===== config.mk =====
export PLATFORM = sky130hd
export DESIGN_NAME = mem_byte_sequencer
export DESIGN_NICKNAME = d
export VERILOG_FILES = /design/src/rtl/mem_byte_sequencer.sv
export SDC_FILE = /design/constraint.sdc
export NUM_CORES = 1
export LEC_CHECK = 0
export ABC_AREA = 1
export BUFFER_PORTS_ARGS = -buffer_cell sky130_fd_sc_hd__buf_2
export CAP_MARGIN = 5
export CORE_UTILIZATION = 40
export CTS_CLUSTER_SIZE = 25
export DETAILED_ROUTE_END_ITERATION = 7
export PLACE_DENSITY = 0.69
export SYNTH_ARGS = -nofsm -noshare
export SYNTH_HDL_FRONTEND = slang
export SYNTH_SLANG_ARGS = --single-unit

===== constraint.sdc =====
create_clock -name clk -period 3.7 [get_ports clk]
set_input_delay 0.555 -clock clk [delete_from_list [all_inputs] [get_ports clk]]
set_output_delay 0.555 -clock clk [all_outputs]
set_load 0.02 [all_outputs]

===== src/rtl/mem_byte_sequencer.sv =====
// Byte-wide external memory sequencer: splits byte/half/word loads and stores
// into little-endian byte beats, assembles and extends load data, and pulses ready once per request.
module mem_byte_sequencer #(
   parameter logic [31:0] IO_BASE       = 32'h0003_0000,
   parameter int          BUS_ADDR_BITS = 18
) (
   input  logic        clk,
   input  logic        rst,
   input  logic        rdy,
   input  logic        flush,
   input  logic        valid,
   input  logic        wr,
   input  logic [31:0] addr,
   input  logic [2:0]  len,
   input  logic [31:0] data,
   output logic        ready,
   output logic [31:0] res,
   input  logic [7:0]  mem_din,
   output logic [7:0]  mem_dout,
   output logic [31:0] mem_a,
   output logic        mem_wr,
   input  logic        io_buffer_full
);
   typedef enum logic [1:0] {IDLE, READ, WRITE, DONE} state_t;

   state_t                   state_reg, state_next;
   logic [31:0]              addr_reg, addr_next;
   logic [2:0]               len_reg, len_next;
   logic [31:0]              data_reg, data_next;
   logic [2:0]               cnt_reg, cnt_next;
   logic [31:0]              res_reg, res_next;
   logic [BUS_ADDR_BITS-1:0] mem_a_reg, mem_a_next;
   logic [7:0]               mem_dout_reg, mem_dout_next;
   logic                     mem_wr_reg, mem_wr_next;
   logic                     ready_reg, ready_next;
   logic                     flushed_reg, flushed_next;

   logic [2:0]               beats;
   logic [2:0]               beat_idx;
   logic [2:0]               cap_idx;
   logic [BUS_ADDR_BITS-1:0] beat_addr;
   logic [31:0]              asm_word;
   logic [7:0]               data_byte [4];
   logic                     io_stall_new;
   logic                     io_stall_cur;

   assign beats        = len_reg[1] ? 3'd4 : (len_reg[0] ? 3'd2 : 3'd1);
   // In READ, cnt_reg counts cycles since the first address went out, so the next issue is cnt+1.
   assign beat_idx     = (state_reg == READ) ? cnt_reg + 3'd1 : cnt_reg;
   assign beat_addr    = addr_reg[BUS_ADDR_BITS-1:0] + BUS_ADDR_BITS'(beat_idx);
   assign cap_idx      = cnt_reg - 3'd1;
   assign io_stall_new = (addr >= IO_BASE) && io_buffer_full;
   assign io_stall_cur = (addr_reg >= IO_BASE) && io_buffer_full;

   generate
      for (genvar gi = 0; gi < 4; gi++) begin : g_bytes
         assign data_byte[gi]         = data_reg[8*gi +: 8];
         assign asm_word[8*gi +: 8]   = (cap_idx == 3'(gi)) ? mem_din : res_reg[8*gi +: 8];
      end
   endgenerate

   function automatic logic [31:0] extend(input logic [2:0] l, input logic [31:0] w);
      case (l)
         3'b000:  return {{24{w[7]}}, w[7:0]};
         3'b001:  return {{16{w[15]}}, w[15:0]};
         3'b100:  return {24'd0, w[7:0]};
         3'b101:  return {16'd0, w[15:0]};
         default: return w;
      endcase
   endfunction

   always_comb begin
      state_next    = state_reg;
      addr_next     = addr_reg;
      len_next      = len_reg;
      data_next     = data_reg;
      cnt_next      = cnt_reg;
      res_next      = res_reg;
      mem_a_next    = mem_a_reg;
      mem_dout_next = mem_dout_reg;
      mem_wr_next   = 1'b0;
      ready_next    = 1'b0;
      flushed_next  = flushed_reg;
      case (state_reg)
         IDLE: begin
            if (valid && !flush) begin
               addr_next    = addr;
               len_next     = len;
               data_next    = data;
               mem_a_next   = addr[BUS_ADDR_BITS-1:0];
               flushed_next = 1'b0;
               cnt_next     = 3'd0;
               if (wr) begin
                  state_next = WRITE;
                  if (!io_stall_new) begin
                     mem_wr_next   = 1'b1;
                     mem_dout_next = data[7:0];
                     cnt_next      = 3'd1;
                  end
               end else begin
                  state_next = READ;
               end
            end
         end
         READ: begin
            if (flush) begin
               state_next = IDLE;
            end else begin
               cnt_next = cnt_reg + 3'd1;
               if (cnt_reg + 3'd1 < beats)
                  mem_a_next = beat_addr;
               if (cnt_reg != 3'd0)
                  res_next = asm_word;
               if (cnt_reg == beats) begin
                  res_next   = extend(len_reg, asm_word);
                  state_next = DONE;
                  ready_next = 1'b1;
               end
            end
         end
         WRITE: begin
            // A flushed store still completes every beat; only its ready is dropped.
            if (flush)
               flushed_next = 1'b1;
            if (cnt_reg == beats) begin
               if (flushed_reg || flush) begin
                  state_next = IDLE;
               end else begin
                  state_next = DONE;
                  ready_next = 1'b1;
               end
            end else if (!io_stall_cur) begin
               mem_a_next    = beat_addr;
               mem_dout_next = data_byte[cnt_reg[1:0]];
               mem_wr_next   = 1'b1;
               cnt_next      = cnt_reg + 3'd1;
            end
         end
         DONE:    state_next = IDLE;
         default: state_next = IDLE;
      endcase
   end

   always_ff @(posedge clk) begin
      if (rst) begin
         state_reg    <= IDLE;
         addr_reg     <= '0;
         len_reg      <= '0;
         data_reg     <= '0;
         cnt_reg      <= '0;
         res_reg      <= '0;
         mem_a_reg    <= '0;
         mem_dout_reg <= '0;
         mem_wr_reg   <= 1'b0;
         ready_reg    <= 1'b0;
         flushed_reg  <= 1'b0;
      end else if (rdy) begin
         state_reg    <= state_next;
         addr_reg     <= addr_next;
         len_reg      <= len_next;
         data_reg     <= data_next;
         cnt_reg      <= cnt_next;
         res_reg      <= res_next;
         mem_a_reg    <= mem_a_next;
         mem_dout_reg <= mem_dout_next;
         mem_wr_reg   <= mem_wr_next;
         ready_reg    <= ready_next;
         flushed_reg  <= flushed_next;
      end else if (state_reg == READ) begin
         // Paused reads restart from byte 0 so resume presents addr in its first cycle.
         cnt_reg   <= 3'd0;
         mem_a_reg <= addr_reg[BUS_ADDR_BITS-1:0];
      end
   end

   assign mem_a    = {{(32-BUS_ADDR_BITS){1'b0}}, mem_a_reg};
   assign mem_dout = mem_dout_reg;
   assign mem_wr   = mem_wr_reg & rdy;
   assign ready    = ready_reg & rdy & ~flush;
   assign res      = res_reg;
endmodule


==> metrics <==
# Post-CTS Setup Buffers=0; mapped cell area=approximately 7300 um^2; Max-slew headroom=30.6%; CP peak stage delay=roughly 0.43 ns; Seq cells post-synth=133; CP Cell Sequence=inv_1 > ha_1 > nand2_1 > o21ai_0 > inv_1 > fa_1 > inv_1 > nand2_1 > a21oi_1 > nand2_1 > o21ai_0 > nand2_1 > nand2_1 > nand2_1 > nor2_1 > nor2_1; Vias per Instance=5.14; H-tree depth reported by CTS=4; share of cells above drive strength 1=between 20% and 30%; HPWL Detailed=14.0 mm; Num CTS Buffers=17; CP max FO=13; Final Worst Setup Slack=0.654 ns; Final Hold Viols=0; CP max stage cell=dfxtp_1; largest net degree at the start of global routing=63; top post-synthesis cells by area=dfxtp_1 37%, nand2_1 12%, a21oi_1 7.5%; Area growth, synth to finish=18.7%; clock transition at the registers of the reported paths=0.06 ns; final setup TNS=0 ns; input/output buffers=141; CTS tree=yes; Fillers=about 1,800; highest metal used=met5; Die H=137 um; Metal-1 WL=9.35 mm; Initial DRC Count=428; status=finished, final reports clean; routability cong.=0.849; top-count cell post-synth=nand2_1; Final nets=1,266; Critical Path Start Type=register; Worst-Margin Slew=1.03 ns; Reg area=2660 um^2; footprint of the multi-input gates=3930 um^2; Mapped Avg Cell Area=6.91 um^2; area share of the largest cell type after synthesis=about 37%; Hold Buf Count CTS=0; All-Layer GR Usage=between 20% and 30%; Tmin final=between 3 and 4 ns; Post-synth top flop=dfxtp_1; Max VDD drop=between 300 and 400 uV; # clock sinks=133; Fmax=~330 MHz; first-pass GRT wire length=33.0 mm; most instantiated cells after synthesis=227 x nand2_1, 133 x dfxtp_1, 109 x a21oi_1; Final Max Tran Viols=0; CP most frequent cell=nand2_1; async set-or-reset flop fraction in the synthesized netlist=0%; max-cap violations=0; root buffer cell=clkbuf_16; met3 wire length=1.36 mm; CTS Buffer Depth=2; Chip Width=137 um; core area=17,500 um^2; Worst EP required=~4 ns; Yosys cell types=41; RSZ-0062 raised after global routing=no; number of flops mapped to enable cells by yosys=0; pre-CTS setup slack=0.698 ns; Setup Skew=0.00633 ns; fin crit share=around 82%; worst min path class=in2reg; total gr overflow=0; Lkg Pwr=approximately 3.8 nW; area leader, netlist=dfxtp_1; antenna viol nets, final=0; sequential cell area fraction in the yosys report=36.5%; CP Capture Type=register; Ports=~160; antenna violations before repair=2; # rows=48; met2 wire length=a little over 9 mm; cells after synthesis=1,055; Initial Util=between 40% and 50%; YS warnings=0; via count=7,232; DIE AREA=18,800 um^2; clock latency at the later pin of the worst-skew pair=0.42 ns; Routed WL=20.1 mm; critical path class=reg2reg; Resized Gates After CTS=0; worst path arrival time=3.35 ns; wire per inst=14.3 um; vias in the first global route=approximately 6,700; drt drc=0; PD cells=513 nW/um^2; final setup fails=0; router iterations before antenna repair=5
==> per-layer routing <==
layer  track usage (%)  vias to the layer above
met2              36.5                      227
li1                  -                     3678
met4              5.86                        2
met1              29.3                     3304
met5                 0                        -
met3              5.85                       21
==> cells by family after synthesis <==
family,after synthesis,synth area share (%)
flops,133,36.5
other cells,1,0.0514
simple gates,467,28.3
xor+xnor,6,0.721
compound gates,260,21.0
buf+inv,171,10.4
fa+ha+maj,17,3.02
==> layout by cell type, fill, tap and decap left out, drive strengths merged, types with 2 or more instances in the layout <==
master / count
dfxtp: 133
nor2: 114
o21a: 8
conb: 14
o21ai: 86
inv: 95
o21bai: 13
buf: 154
nand3: 101
nor3: 7
nand2: 236
clkinv: 9
nand4: 6
ha: 16
a211oi: 11
clkinvlp: 3
xor2: 6
nand3b: 2
a21oi: 119
bufinv: 3
clkbuf: 19
o211ai: 19
==> per-stage QoR <==
| stage | area [um^2] | instances | utilization (%) | power, mW | hold slack (ns) |
|---|---|---|---|---|---|
| 2_1_floorplan | 7340 | 1068 | - | 2.45 | 0.430 |
| 3_5_place_dp | 8040 | 1373 | 45.8 | 2.73 | 0.448 |
| 3_3_place_gp | 8040 | 1373 | 45.8 | 2.71 | 0.444 |
| 4_1_cts | 8650 | 1405 | 49.3 | 4.48 | 0.393 |
| 6_report | 8650 | 1406 | 49.3 | 4.44 | 0.406 |
| 5_1_grt | 8650 | 1405 | 49.3 | 4.69 | 0.399 |
==> worst paths after layout <==
kind                                 start                    endpoint  slack, ns  cells after the start
setup / recovery   cnt_reg[1]$_SDFFE_PP0P_  mem_a_reg[16]$_SDFFE_PP0P_       0.65                     16
hold / removal                    data[27]   data_reg[27]$_SDFFE_PP0P_       0.41                      3
setup reg to reg   cnt_reg[1]$_SDFFE_PP0P_  mem_a_reg[16]$_SDFFE_PP0P_       0.65                     16
hold reg to reg   data_reg[0]$_SDFFE_PP0P_    data_reg[0]$_SDFFE_PP0P_       0.46                      2
==> final cells by class <==
type                       count  share of cell area, %
multi-input combinational    764                   45.4
inverter                      97                   4.24
antenna                        1                 0.0289
clock inverter                13                   1.79
timing repair buffer         154                   9.29
sequential                   133                   30.8
clock buffer                  19                   5.24
tap                          225                   3.25
==> where the power goes <==
| part | internal (mW) | switching (mW) | leakage, nW | total [mW] |
|---|---|---|---|---|
| logic | 0.361 | 0.737 | 2.38 | 1.10 |
| registers | 1.54 | 0.0682 | 1.08 | 1.61 |
| clock network | 1.09 | 0.646 | 0.295 | 1.74 |
==> critical path: cells and delay by family (launching register included) <==
family,cells,cell delay [ns]
DFF,1,0.43
adders and majority gates,2,0.81
buffers and inverters,3,0.45
AOI/OAI and AO/OA,3,0.60
and+or+nand+nor,8,0.65
(Power assumes the default switching activity.)
